$ cat src/rtl/fp_add_sequencer.sv
// Multi-cycle binary32 add/subtract sequencer: unpack/swap, align, add, then
// a one-bit-per-cycle normalizer. Truncating, flush-to-zero, one op in flight.
module fp_add_sequencer (
   input  logic        clk,
   input  logic        rst,
   input  logic        in_valid,
   output logic        in_ready,
   input  logic [31:0] a,
   input  logic [31:0] b,
   input  logic        sub,
   output logic        out_valid,
   input  logic        out_ready,
   output logic [31:0] result,
   output logic        busy
);

   localparam int unsigned EXP_W  = 8;
   localparam int unsigned FRAC_W = 23;
   localparam int unsigned MANT_W = FRAC_W + 1;
   localparam int unsigned SUM_W  = MANT_W + 1;
   localparam int unsigned MAX_SHIFT = SUM_W;

   localparam logic [EXP_W-1:0] EXP_MAX = '1;
   localparam logic [31:0]      QNAN    = 32'h7FC0_0000;

   typedef enum logic [2:0] {
      S_IDLE  = 3'd0,
      S_ALIGN = 3'd1,
      S_ADD   = 3'd2,
      S_NORM  = 3'd3,
      S_DONE  = 3'd4
   } state_t;

   typedef struct packed {
      logic              sign;
      logic [EXP_W-1:0]  exp;
      logic [MANT_W-1:0] mant;
   } op_t;

   state_t            state_q, state_d;
   op_t               op_l_q, op_l_d;
   op_t               op_s_q, op_s_d;
   logic              special_q, special_d;
   logic [SUM_W-1:0]  sum_q, sum_d;
   logic [31:0]       result_q, result_d;
   logic              out_valid_q, out_valid_d;
   logic              busy_q, busy_d;

   op_t               op_a_c, op_b_c;
   logic              swap_c;
   logic [EXP_W-1:0]  diff_c;
   logic [EXP_W-1:0]  exp_inc_c;
   logic              nan_out_c;

   // Unpack with flush of zero/denormal inputs; B sign inverted for subtract.
   always_comb begin
      op_a_c.sign = a[31];
      op_a_c.exp  = (a[30:23] == '0) ? '0 : a[30:23];
      op_a_c.mant = (a[30:23] == '0) ? '0 : {1'b1, a[22:0]};
      op_b_c.sign = b[31] ^ sub;
      op_b_c.exp  = (b[30:23] == '0) ? '0 : b[30:23];
      op_b_c.mant = (b[30:23] == '0) ? '0 : {1'b1, b[22:0]};
      swap_c      = {op_b_c.exp, op_b_c.mant} > {op_a_c.exp, op_a_c.mant};
   end

   assign diff_c    = op_l_q.exp - op_s_q.exp;
   assign exp_inc_c = op_l_q.exp + EXP_W'(1);
   // L holds any NaN (largest magnitude); opposite-signed infinities also yield NaN.
   assign nan_out_c = ((op_l_q.exp == EXP_MAX) && (op_l_q.mant[FRAC_W-1:0] != '0)) ||
                      ((op_s_q.exp == EXP_MAX) && (op_l_q.sign != op_s_q.sign));

   assign in_ready  = (state_q == S_IDLE) && !rst;
   assign out_valid = out_valid_q;
   assign result    = result_q;
   assign busy      = busy_q;

   always_ff @(posedge clk) begin
      if (rst) begin
         state_q     <= S_IDLE;
         op_l_q      <= '0;
         op_s_q      <= '0;
         special_q   <= 1'b0;
         sum_q       <= '0;
         result_q    <= '0;
         out_valid_q <= 1'b0;
         busy_q      <= 1'b0;
      end else begin
         state_q     <= state_d;
         op_l_q      <= op_l_d;
         op_s_q      <= op_s_d;
         special_q   <= special_d;
         sum_q       <= sum_d;
         result_q    <= result_d;
         out_valid_q <= out_valid_d;
         busy_q      <= busy_d;
      end
   end

   always_comb begin
      state_d   = state_q;
      op_l_d    = op_l_q;
      op_s_d    = op_s_q;
      special_d = special_q;
      sum_d     = sum_q;
      result_d  = result_q;

      case (state_q)
         S_IDLE: begin
            if (in_valid && in_ready) begin
               op_l_d    = swap_c ? op_b_c : op_a_c;
               op_s_d    = swap_c ? op_a_c : op_b_c;
               special_d = (a[30:23] == EXP_MAX) || (b[30:23] == EXP_MAX);
               state_d   = S_ALIGN;
            end
         end
         S_ALIGN: begin
            op_s_d.mant = (diff_c >= EXP_W'(MAX_SHIFT)) ? '0 : (op_s_q.mant >> diff_c);
            state_d     = S_ADD;
         end
         S_ADD: begin
            if (op_l_q.sign == op_s_q.sign)
               sum_d = {1'b0, op_l_q.mant} + {1'b0, op_s_q.mant};
            else
               sum_d = {1'b0, op_l_q.mant} - {1'b0, op_s_q.mant};
            state_d = S_NORM;
         end
         S_NORM: begin
            if (special_q) begin
               result_d = nan_out_c ? QNAN : {op_l_q.sign, EXP_MAX, FRAC_W'(0)};
               state_d  = S_DONE;
            end else if (sum_q == '0) begin
               result_d = '0;
               state_d  = S_DONE;
            end else if (sum_q[SUM_W-1]) begin
               sum_d      = sum_q >> 1;
               op_l_d.exp = exp_inc_c;
               result_d   = (exp_inc_c == EXP_MAX) ? {op_l_q.sign, EXP_MAX, FRAC_W'(0)}
                                                   : {op_l_q.sign, exp_inc_c, sum_q[FRAC_W:1]};
               state_d    = S_DONE;
            end else if (sum_q[FRAC_W]) begin
               result_d = {op_l_q.sign, op_l_q.exp, sum_q[FRAC_W-1:0]};
               state_d  = S_DONE;
            end else if (op_l_q.exp == EXP_W'(1)) begin
               // Next shift would underflow the exponent: flush to +0.
               result_d = '0;
               state_d  = S_DONE;
            end else begin
               sum_d      = sum_q << 1;
               op_l_d.exp = op_l_q.exp - EXP_W'(1);
            end
         end
         S_DONE: begin
            if (out_ready) state_d = S_IDLE;
         end
         default: state_d = S_IDLE;
      endcase

      out_valid_d = (state_d == S_DONE);
      busy_d      = (state_d != S_IDLE);
   end

endmodule

$ cat config.mk
export PLATFORM = sky130hd
export DESIGN_NAME = fp_add_sequencer
export DESIGN_NICKNAME = d
export VERILOG_FILES = /design/src/rtl/fp_add_sequencer.sv
export SDC_FILE = /design/constraint.sdc
export NUM_CORES = 1
export LEC_CHECK = 0
export BUFFER_PORTS_ARGS = -buffer_cell sky130_fd_sc_hd__clkbuf_2
export CAP_MARGIN = 20
export CORE_MARGIN = 3
export CORE_UTILIZATION = 30
export CTS_CLUSTER_SIZE = 12
export DETAILED_ROUTE_END_ITERATION = 10
export PLACE_DENSITY_LB_ADDON = 0.05
export SLEW_MARGIN = 20
export SYNTH_ARGS = -nofsm -noshare
export SYNTH_HDL_FRONTEND = slang
export SYNTH_SLANG_ARGS = --single-unit
export TNS_END_PERCENT = 30
$ cat constraint.sdc
create_clock -name clk -period 3.6 [get_ports clk]
set_clock_uncertainty 0.05 [all_clocks]
set_input_delay 0.36 -clock clk [delete_from_list [all_inputs] [get_ports clk]]
set_output_delay 0.36 -clock clk [all_outputs]
set_load 0.05 [all_outputs]
; Yosys cells after proc, flatten, opt, wreduce, memory -nomap -nowiden
; Index checks and enable logic that the tools add are counted.
[classes]
add_sub_neg = 5
order_cmp = 2
n_eq_ne = 18
n_shift = 1
muxes = 38
bitwise = 1
reduce_logical = 23
[ops]
columns = cell, n
row1 = $mux W32, 7
row2 = $mux W24, 7
row3 = $mux W25, 3
row4 = $mux W33, 2
row5 = $mux W8, 7
row6 = $pmux W25 S2, 1
row7 = $pmux W24 S2, 1
row8 = $eq A8 B8 Y1 const B, 5
row9 = $gt A32 B32 Y1, 1
row10 = $mux W31, 1
row11 = $add A24 B24 Y25, 1
row12 = $logic_not A25 Y1, 1
row13 = $sub A24 B24 Y25, 1
row14 = $shr A24 B8 Y24, 1
row15 = $reduce_bool A23 Y1, 1
row16 = $mux W3, 7
row17 = $logic_not A8 Y1, 2
row18 = $pmux W8 S2, 1
row19 = $pmux W3 S5, 1
row20 = $add A8 B1 Y8 const B, 1
row21 = $eq A8 B1 Y1 const B, 1
row22 = $ge A8 B5 Y1 const B, 1
row23 = $sub A8 B1 Y8 const B, 1
row24 = $sub A8 B8 Y8, 1
row25 = other kinds (20), 32
[totals]
reg_bits = 129
inputBits = 69
out_inout_bits = 35
word_cells = 101

; Longest topological paths before layout
; Gate-level depths: netlist of run 1.
[logic_depth]
word_depth = 8
mapped_depth = 17
ltp_nobuf = 17

; Worst setup path before layout of run 1
; Ideal clock, no wire load.
[synth_timing]
path_type = reg-to-reg
start = register op_s_q[1] in the netlist's numbering
end = register sum_q[22]
arrival_time_ps = 3685
t_required_ps = 3492
setup_slack_ps = -193
stages_incl_launch_ff = 16
n_path_buf = 0
path_cell_list = dfxtp_1 inv_1 ha_1 or4b_2 nor4_2 nand3b_1 o21ai_0 xnor2_1 ha_1 and3_1 a221oi_1 nand3_1 o21ai_0 a21boi_0 a211oi_1 o221a_2
[synth_via]
elab_chain_len = 3
word_cells_on_any_way = 4
cone_classes = add/sub: 2 / mux: 2
[synth_lines]
columns = item, line
row1 = from (decl), 42  ; op_t op_s_q, op_s_d;
row2 = from (signal assigned), 90  ; op_s_q <= op_s_d;
row3 = $sub A24 B24 Y25 / $add A24 B24 Y25 (equally long branches), "124, 122"
row4 = $mux W25 *, 121  ; if (op_l_q.sign == op_s_q.sign)
row5 = $pmux W25 S2 *, 107  ; case (state_q)
row6 = to (signal assigned), 92  ; sum_q <= sum_d;
row7 = to (decl), 44  ; logic [SUM_W-1:0] sum_q, sum_d;
; Mark *: on every way between the ends. The rest lies on a longest branch, timed or not.
; A chain may end at the register's enable or synchronous reset.

; Final worst setup path of run 1
[layout_timing]
start = register op_s_q[1] in the netlist's numbering
end = register sum_q[24]
; The elaborated chain is that of the path after synthesis.

==> metrics.md, run 1 <==
| Metric | Value |
|---|---|
| CTS sink cnt | `129` |
| Starting Density | `30.5%` |
| First-pass GRT wire length | `67.3 mm` |
| DRT Wirelength | `43.3 mm` |
| Critical Path RT | `3.89 ns` |
| Hold Vio Cnt, Final | `0` |
| Number of max-cap violations | `0` |
| Setup TNS | `-0.734 ns` |
| Peak Freq | `266 MHz` |
| Synthesized area | `10,900 µm²` |
| CTS Hold Bufs | `0` |
| Vias in the first global route | `11,400` |
| Worst-Margin Slew | `0.942 ns` |
| Area grow syn2layout | `28.0%` |
| Drt wl/cell | `20.4 µm` |
| XOR/XNOR Fraction of Synth Area | `4.59%` |
| Net count, final | `1,789` |
| Critical Path Start Type | `flip-flop` |
| Setup crit end kind | `flip-flop` |
| Std cell rows | `69` |
| Diode count | `0` |
| Crit-path max FO | `4` |
| CP Data Arrival Time | `4.04 ns` |
| Most numerous cell in the Yosys netlist | `nor2_1` |
| Detailed-route DRC error count | `0` |
| DR vias/cell | `5.47` |
| Failing checks | `setup timing` |
| Crit Path Class | `reg -> reg` |
| Mux cell area share after synthesis | `7.99%` |
| Total track usage | `22.2%` |
| Initial drt markers | `766` |
| Synth Area in Adders | `8.19%` |
| Min Tclk post-route | `3.76 ns` |
| Post-Synthesis Net Count | `1,585` |
| Post-synth ARST share | `0%` |
| Die Area | `38,600 µm²` |
| Remaining antenna violation count after routing | `0` |
| Pre-CTS setup slack | `-0.393 ns` |
| Final Wtd Congestion | `0.901` |
| Clock buffer depth | `2` |
| Largest net degree at the start of global routing | `67` |
| Gr ovfl total | `0` |
| Area leader, netlist | `dfxtp_1` |
| Initial antenna violation count | `0` |
| Hold_sp | `out_ready` |
| Status | `complete, but fails checks` |
| Post-route clock period utilization | `104%` |
| Slack of the critical path | `-0.156 ns` |
| Largest family of logic cells by synthesized area | `compound AO/OA/AOI/OAI gates` |
| Dpl hpwl | `34.3 mm` |
| CTS buffer count | `17` |
| Relative slew slack | `36.9%` |
| Post-synth top flop | `dfxtp_1` |
| Worst IR Drop VDD | `381 µV` |
| Crit path from | `op_s_q[1]$_SDFFE_PP0P_` |
| Static Leak | `6.02 nW` |
| Pwr dens | `492 nW/µm²` |
| Sequential element share of the synthesized area | `23.7%` |
| IO Port Bufs | `103` |
| Core Area | `35,700 µm²` |
| H-tree depth | `4` |
| Crit Reg-Reg Startpoint | `op_s_q[1]$_SDFFE_PP0P_` |
| Vias | `11,600` |
| Die width | `196 µm` |
| List of most frequent post-synthesis cells | `nor2_1 (158), a21oi_1 (129), dfxtp_1 (129)` |
| Clock latency on the worst-skew pair | `0.45 ns` |
| CTS tree | `built` |
| Worst-path clk slew | `0.07 ns` |
| Chip height | `196 µm` |
| Register bit total from synthesis | `129` |
| Unrepaired setup endpoints after global routing | `true` |
| CTS Root Cell | `clkbuf_16` |
| Slew Viols, Final | `0` |
| Simple-gate portion of the synthesized area | `18.9%` |
| Yosys cell types | `83` |
| Worst min path class | `in -> reg` |
| EDFF count, synth | `0` |
| Synth Area per Inst | `7.53 µm²` |
| Ports | `104` |
| Most area-consuming cells after synthesis | `dfxtp_1 (24%), ha_1 (7.8%), a21oi_1 (5.9%)` |
| Share of layout cells above drive strength 1 | `25.4%` |
| Syn Inst Count | `1,446` |
| Yosys top cell area share | `23.7%` |
| Synth Warn # | `0` |
| Detailed Routing Iterations Pass 1 | `6` |
| Compound-Gate Fraction of Synth Area | `30.2%` |
| Setup Viol. Count Final | `8` |
-- registers in the layout (all words and copies together), names as in the netlist --
register   flops
special_q      1
result        32
sum_q         25
op_l_q        33
op_s_q        33
out_valid      1
busy           1
state_q        3
-- cells in the final DEF (no fill, tap or decap), types with 27 or more instances in the layout --
master	n
o21ai_0	101
a21oi_1	124
ha_1	67
xor2_1	27
nor3_1	34
inv_1	50
a22oi_1	38
nor2_1	156
a31oi_1	32
nand2_1	115
buf_4	197
mux2i_1	52
dfxtp_1	128
xnor2_1	28
clkbuf_2	103
a211oi_1	28
-- layout make-up --
| type | instances | area, µm² |
|---|---|---|
| flip-flops and latches | 129 | 2580 |
| multi-input cells | 1140 | 7820 |
| well taps | 461 | 577 |
| inverters | 53 | 199 |
| clock buffers | 17 | 425 |
| fillers | 3774 | 21700 |
| repair buffers | 309 | 2170 |
| clock inverters | 15 | 166 |
-- per-layer routing --
layer  global-route usage (%)  vias up  share of wire (%)
met4                     4.20        0                1.0
li1                         -     5783                  -
met5                        0        -                  0
met2                     37.9      249                 48
met3                     3.32       28                3.7
met1                     30.1     5553                 47
-- path summary, 6_finish.rpt --
kind,cells past startpoint,end,slack [ns]
worst max-delay path,18,sum_q[24]$_SDFFE_PP0P_,-0.16
worst min-delay path,3,out_valid$_SDFF_PP0_,0.15
worst max register to register,18,sum_q[24]$_SDFFE_PP0P_,-0.16
worst min register to register,2,result[31]$_SDFFE_PP0P_,0.41
-- stage by stage --
stage	std cells	utilization [%]	power [W]	hold WS [ns]	cell area [µm²]
6_report	2124	39.1	0.00686	0.152	13900
3_5_place_dp	2086	36.8	0.00497	0.404	13100
2_1_floorplan	1446	-	0.00373	0.401	10900
4_1_cts	2118	38.6	0.00680	0.127	13800
5_1_grt	2124	39.1	0.00729	0.139	13900
3_3_place_gp	2086	36.8	0.00498	0.407	13100
-- power by group --
| group | internal [W] | switching (W) | total (W) |
|---|---|---|---|
| logic | 0.00144 | 0.00192 | 0.00336 |
| registers | 0.00155 | 0.000185 | 0.00173 |
| clock network | 0.000983 | 0.000781 | 0.00176 |
-- cells by family (layout without fill, tap and decap cells) --
| kind of cell | Yosys count | in the layout |
|---|---|---|
| adders and majority gates | 70 | 70 |
| AOI/OAI and AO/OA | 498 | 498 |
| and+or+nand+nor | 442 | 442 |
| DFF | 129 | 129 |
| muxes | 73 | 73 |
| xor gates and xnor gates | 57 | 57 |
| buffers and inverters | 177 | 394 |
-- repair_timing --
item | in CTS | in global routing
pin swaps | 5 | 22
setup buffers | 0 | 6
resized for setup | 14 | 28
setup endpoints to repair | 9 | 23
-- worst max-delay path: stages (launching register included) --
cell and delay, ns:
dfxtp_2 0.32, inv_2 0.07, ha_4 0.13, or4b_4 0.50
nor4_4 0.30, nand3b_1 0.21, nor4_4 0.35, nor2_1 0.09
xor2_1 0.16, ha_1 0.35, or2_4 0.24, and2_4 0.17
nor2_4 0.10, nor2_1 0.04, o21ai_1 0.10, buf_4 0.16
a21oi_2 0.05, mux2i_1 0.17, o21ai_1 0.08
Note: power is estimated with default switching activity, not from simulation.
==> run 2: changes to the inputs <==
SKIP_CTS_REPAIR_TIMING = 1   (was not set)
==> run 2 against run 1 <==
Effect of this change:
- first-iteration DRC count shrank 9.3%
- the run still ends with setup timing left
- global-route usage is essentially flat
- largest power group unchanged
- non-clock buffer count grew 1
- cell area is essentially flat
- power shrank 0.19%
- critical path depth shrank 5
- maximum frequency grew 1.0%
- via count grew 0.41%
- flip-flop and latch count is the same
- worst hold slack lost 0.0036 ns
- clock power is essentially flat
==> metrics.md, run 2 (same netlist as run 1, synthesis figures left out) <==
| Metric | Value |
|---|---|
| Crit Path Class | `reg -> reg` |
| Worst-Margin Slew | `0.976 ns (+0.0338 ns)` |
| Share of layout cells above drive strength 1 | `25.6% (+0.23 points)` |
| Die width | `196 µm (unchanged)` |
| First-pass GRT wire length | `67.2 mm (-0.22%)` |
| Ports | `104 (unchanged)` |
| Slack of the critical path | `-0.118 ns (+0.0378 ns)` |
| Initial drt markers | `695 (-9.3%)` |
| Gr ovfl total | `0 (unchanged)` |
| Remaining antenna violation count after routing | `0 (unchanged)` |
| Commonest cells after routing, fill and taps aside | `buf_4 (197), nor2_1 (157), dfxtp_1 (127)` |
| Clock latency on the worst-skew pair | `0.45 ns (about the same)` |
| Critical Path Start Type | `flip-flop` |
| Die Area | `38,600 µm² (unchanged)` |
| Initial antenna violation count | `1 (+1)` |
| Post-route clock period utilization | `103% (-1.0 points)` |
| Min Tclk post-route | `3.72 ns (-0.0378 ns)` |
| H-tree depth | `4 (unchanged)` |
| Critical Path RT | `3.92 ns (+0.03 ns)` |
| DR vias/cell | `5.49 (+0.37%)` |
| Hold Vio Cnt, Final | `0 (unchanged)` |
| Chip height | `196 µm (unchanged)` |
| Std cell rows | `69 (unchanged)` |
| Status | `complete, but fails checks` |
| CTS buffer count | `17 (unchanged)` |
| CTS Root Cell | `clkbuf_16` |
| Unrepaired setup endpoints after global routing | `true` |
| Static Leak | `6.02 nW (about the same)` |
| Core Area | `35,700 µm² (unchanged)` |
| Most used cell, CP | `a21o_1` |
| Worst min path class | `in -> reg` |
| Commonest non-fill, non-tap cell in the layout | `buf_4` |
| Setup crit end kind | `flip-flop` |
| Diode count | `0 (unchanged)` |
| Dpl hpwl | `34.3 mm (unchanged)` |
| Slew Viols, Final | `0 (unchanged)` |
| Critical path buffers and inverters | `2 (unchanged)` |
| Detailed Routing Iterations Pass 1 | `5 (-1)` |
| Largest net degree at the start of global routing | `67 (unchanged)` |
| Relative slew slack | `34.6% (-2.3 points)` |
| Number of max-cap violations | `0 (unchanged)` |
| Detailed-route DRC error count | `0 (unchanged)` |
| CP peak stage delay | `0.49 ns (about the same)` |
| CTS sink cnt | `129 (unchanged)` |
| Cells along the critical path | `inv_2 -> ha_4 -> or4b_4 -> buf_4 -> o41ai_2 -> xnor2_1 -> ha_1 -> a21o_1 -> a21o_1 -> a221o_1 -> a311o_1 -> a211o_1 -> a211oi_2` |
| Pwr dens | `491 nW/µm² (-0.13%)` |
| Pre-CTS setup slack | `-0.393 ns (unchanged)` |
| Worst-path clk slew | `0.07 ns (about the same)` |
| Worst IR Drop VDD | `385 µV (+0.87%)` |
| Total track usage | `22.2% (-0.040 points)` |
| Starting Density | `30.5% (unchanged)` |
| Clock buffer depth | `2 (unchanged)` |
| Failing checks | `setup timing` |
| Slowest library cell on the worst path | `or4b_4` |
| CP Data Arrival Time | `4.04 ns (about the same)` |
| Tot Pwr | `0.00684 W (-0.19%)` |
| IO Port Bufs | `103 (unchanged)` |
| Peak Freq | `269 MHz (+1.0%)` |
| CTS tree | `built` |
| Drt wl/cell | `20.4 µm (+0.11%)` |
| Setup Viol. Count Final | `8 (unchanged)` |
| Vias | `11,700 (+0.41%)` |
| Net count, final | `1,790 (+0.056%)` |
| Vias in the first global route | `11,400 (-0.061%)` |
| Setup TNS | `-0.638 ns (+0.0962 ns)` |
| Crit-path max FO | `3 (-1)` |
| Area grow syn2layout | `27.9% (about the same)` |
| DRT Wirelength | `43.4 mm (+0.16%)` |
| Final Wtd Congestion | `0.901 (unchanged)` |
| CP top delay family | `compound AO/OA/AOI/OAI gates` |
run 2: cell type report:
type,instances,area [µm²]
multi-input cells,1140,7790
clock buffers,17,425
well taps,461,577
inverters,53,199
fillers,3775,21700
repair buffers,310,2180
flip-flops and latches,129,2580
clock inverters,15,166
run 2: final timing paths:
path | start | endpoint | slack, ns | depth (start not counted)
setup / recovery | op_s_q[1]$_SDFFE_PP0P_ | sum_q[17]$_SDFFE_PP0P_ | -0.12 | 13
hold / removal | out_ready | out_valid$_SDFF_PP0_ | 0.15 | 3
setup reg to reg | op_s_q[1]$_SDFFE_PP0P_ | sum_q[17]$_SDFFE_PP0P_ | -0.12 | 13
hold reg to reg | result[31]$_SDFFE_PP0P_ | result[31]$_SDFFE_PP0P_ | 0.41 | 2
run 2: worst reg2reg max path: stages (launching register included):
cell and delay (ns):
dfxtp_2 0.32, inv_2 0.07, ha_4 0.13, or4b_4 0.49, buf_4 0.17, o41ai_2 0.24
xnor2_1 0.17, ha_1 0.27, a21o_1 0.19, a21o_1 0.18, a221o_1 0.36, a311o_1 0.43
a211o_1 0.34, a211oi_2 0.21
run 2: per-layer routing:
| metal | up-vias | track usage [%] | wire length, µm |
|---|---|---|---|
| met5 | - | 0 | 10 |
| met4 | 2 | 4.49 | 538 |
| met3 | 37 | 3.79 | 1790 |
| met2 | 279 | 37.7 | 20700 |
| met1 | 5562 | 29.8 | 20400 |
| li1 | 5781 | - | - |
run 2: metrics by stage:
stage / utilization, % / hold slack [ns] / area (µm²) / std cells
after global placement: 36.8 / 0.407 / 13100 / 2086
after global routing: 39.1 / 0.139 / 13900 / 2125
after detailed placement: 36.8 / 0.404 / 13100 / 2086
after floorplan: - / 0.401 / 10900 / 1446
after CTS: 38.5 / 0.127 / 13700 / 2118
final: 39.1 / 0.148 / 13900 / 2125
run 2: report_power, final:
part | switching (W) | internal (W) | total, W
registers | 0.000187 | 0.00155 | 0.00174
clock network | 0.000778 | 0.000983 | 0.00176
logic | 0.00192 | 0.00143 | 0.00334
==> run 3: changes to the inputs <==
RECOVER_POWER = 100   (was not set)
REMOVE_ABC_BUFFERS = 1   (was not set)
==> run 3 against run 2 <==
Effect of this change:
- the run still ends with setup timing left
- cell count rose by 0.28%
- highest routed layer is now met4
- via count fell by 2.5%
- flip-flop and latch count did not move
- worst hold slack improved by 0.016 ns
- first-iteration DRC count rose by 2.2%
- non-clock buffer count rose by 6
- combinational power fell by 3%
- die area did not move
==> metrics.md, run 3 (same netlist as run 1, synthesis figures left out) <==
| Metric | Value |
|---|---|
| Status | `complete, but fails checks` |
| Failing checks | `setup timing` |
| Clock latency on the worst-skew pair | `0.44 ns (about the same)` |
| CTS buffer count | `17 (unchanged)` |
| Stages on the worst setup path | `16 (+3)` |
| Area grow syn2layout | `27.8%` |
| Tot Pwr | `0.00675 W (-1.4%)` |
| Slew Viols, Final | `0 (unchanged)` |
| CP peak stage delay | `0.55 ns (+0.06 ns)` |
| Diode count | `0 (unchanged)` |
| Min Tclk post-route | `3.63 ns (-0.0867 ns)` |
| Clock buffer depth | `2 (unchanged)` |
| Remaining antenna violation count after routing | `0 (unchanged)` |
| Peak Freq | `275 MHz (+2.4%)` |
| Final Wtd Congestion | `0.928 (+3.0%)` |
| Cells along the critical path | `or4_4 -> buf_6 -> nor4_4 -> nand3b_1 -> buf_4 -> nor4_4 -> buf_4 -> a21oi_2 -> xor2_1 -> ha_1 -> a21o_1 -> a21o_1 -> a21oi_2 -> o221ai_2 -> o31ai_2 -> nor2_1` |
| Crit path from | `op_s_q[8]$_SDFFE_PP0P_` |
| Setup Viol. Count Final | `2 (-6)` |
| Reg2Reg Depth | `16 (+3)` |
| Core Area | `35,700 µm² (unchanged)` |
| Static Leak | `5.91 nW (-1.7%)` |
| Worst-Margin Slew | `1.04 ns (+0.0681 ns)` |
| Gr ovfl total | `0 (unchanged)` |
| Initial drt markers | `710 (+2.2%)` |
| Critical path buffers and inverters | `3 (+1)` |
| Commonest cells after routing, fill and taps aside | `buf_4 (205), nor2_1 (155), dfxtp_1 (128)` |
| Slowest library cell on the worst path | `or4_4` |
| Fill cells | `3,764 (-0.29%)` |
| Post-route clock period utilization | `101% (-2.4 points)` |
| Number of max-cap violations | `0 (unchanged)` |
| Commonest non-fill, non-tap cell in the layout | `buf_4` |
| Hold Vio Cnt, Final | `0 (unchanged)` |
| Critical Path Start Type | `flip-flop` |
| H-tree depth | `4 (unchanged)` |
| Detailed Routing Iterations Pass 1 | `5 (unchanged)` |
| Finished Cell Area | `13,900 µm² (-0.15%)` |
| Slack of the critical path | `-0.0311 ns (+0.0867 ns)` |
| CTS sink cnt | `129 (unchanged)` |
| Crit Path Class | `reg -> reg` |
| CTS Root Cell | `clkbuf_16` |
| Relative slew slack | `30.4% (-4.3 points)` |
| CP Data Arrival Time | `3.91 ns (-0.13 ns)` |
| Largest net degree at the start of global routing | `66 (-1.5%)` |
| Critical Path RT | `3.88 ns (-0.04 ns)` |
| Drt wl/cell | `18.8 µm (-8.1%)` |
| Std cell rows | `69 (unchanged)` |
| Starting Density | `30.5% (unchanged)` |
| Hold depth | `3 (unchanged)` |
| Share of layout cells above drive strength 1 | `23.4% (-2.2 points)` |
| Initial antenna violation count | `0 (-1)` |
| RR Endpoint | `sum_q[23]$_SDFFE_PP0P_` |
| DP Area | `13,100 µm² (-0.19%)` |
| Die Area | `38,600 µm² (unchanged)` |
| Chip height | `196 µm (unchanged)` |
| Total track usage | `20.6% (-1.6 points)` |
| Crit-path max FO | `4 (+1)` |
| Worst-path clk slew | `0.06 ns (about the same)` |
| DR vias/cell | `5.33 (-2.8%)` |
| Vias in the first global route | `10,800 (-4.9%)` |
| Slack of the worst reg-to-reg path | `-0.03 ns (+0.09 ns)` |
| Final Hold Slack | `0.164 ns (+0.0164 ns)` |
| First-pass GRT wire length | `63.2 mm (-5.9%)` |
| Setup crit end kind | `flip-flop` |
| Die width | `196 µm (unchanged)` |
| Ports | `104 (unchanged)` |
| Crit path capture | `sum_q[23]$_SDFFE_PP0P_` |
| Vias | `11,400 (-2.5%)` |
| CTS tree | `built` |
| Unrepaired setup endpoints after global routing | `true` |
| IO Port Bufs | `103 (unchanged)` |
| Worst IR Drop VDD | `361 µV (-6.2%)` |
| DRT Wirelength | `40.0 mm (-7.8%)` |
| Worst min path class | `in -> reg` |
| Crit Reg-Reg Startpoint | `op_s_q[8]$_SDFFE_PP0P_` |
| Dpl hpwl | `31.1 mm (-9.2%)` |
| Detailed-route DRC error count | `0 (unchanged)` |
| Pwr dens | `485 nW/µm² (-1.2%)` |
| Net count, final | `1,796 (+0.34%)` |
| CP top delay family | `simple AND/OR/NAND/NOR gates` |
-- run 3: per-stage QoR --
step / worst slack [ns] / utilization (%) / std cells / TNS [ns]
after global routing: -0.281 / 39.0 / 2131 / -1.59
after CTS: -0.401 / 38.5 / 2128 / -3.41
final: -0.0311 / 39.0 / 2131 / -0.0496
after floorplan: -3.88 / - / 1322 / -236.55
after global placement: -0.604 / 36.8 / 2096 / -24.50
after detailed placement: -0.576 / 36.8 / 2096 / -24.39
-- run 3: worst min path at each step --
stage                                        from                      end
after global routing                        a[16]  op_l_q[16]$_SDFFE_PP0P_
after floorplan                               rst   op_s_q[1]$_SDFFE_PP0P_
after global placement    result[31]$_SDFFE_PP0P_  result[31]$_SDFFE_PP0P_
final                                   out_ready     out_valid$_SDFF_PP0_
after detailed placement  result[31]$_SDFFE_PP0P_  result[31]$_SDFFE_PP0P_
after CTS                               out_ready     out_valid$_SDFF_PP0_
-- run 3: worst reg2reg max path: stages (launching register included) --
cell,delay (ns)
dfxtp_2,0.32
or4_4,0.55
buf_6,0.15
nor4_4,0.26
nand3b_1,0.14
buf_4,0.17
nor4_4,0.26
buf_4,0.17
a21oi_2,0.05
xor2_1,0.15
ha_1,0.36
a21o_1,0.17
a21o_1,0.18
a21oi_2,0.13
o221ai_2,0.14
o31ai_2,0.22
nor2_1,0.06
-- run 3: cell type report --
cell class	instances	area (µm²)	share of cell area (%)
clock buffer	21	470	3.38
inverter	53	199	1.43
clock inverter	11	130	0.936
timing repair buffer	316	2120	15.3
multi-input combinational	1140	7820	56.3
sequential	129	2580	18.6
tap	461	577	4.15
-- run 3: routing by layer --
metal / share of wire [%] / up-vias / track usage, %
met2: 45 / 240 / 31.9
met3: 4.3 / 20 / 3.61
met1: 50 / 5296 / 30.1
met5: 0 / - / 0
met4: 1.0 / 0 / 4.22
li1: - / 5810 / -
-- run 3: report_power, final --
group | internal (W) | switching (W)
clock | 0.00108 | 0.000712
combinational | 0.00139 | 0.00183
sequential | 0.00155 | 0.000184
total | 0.00402 | 0.00273
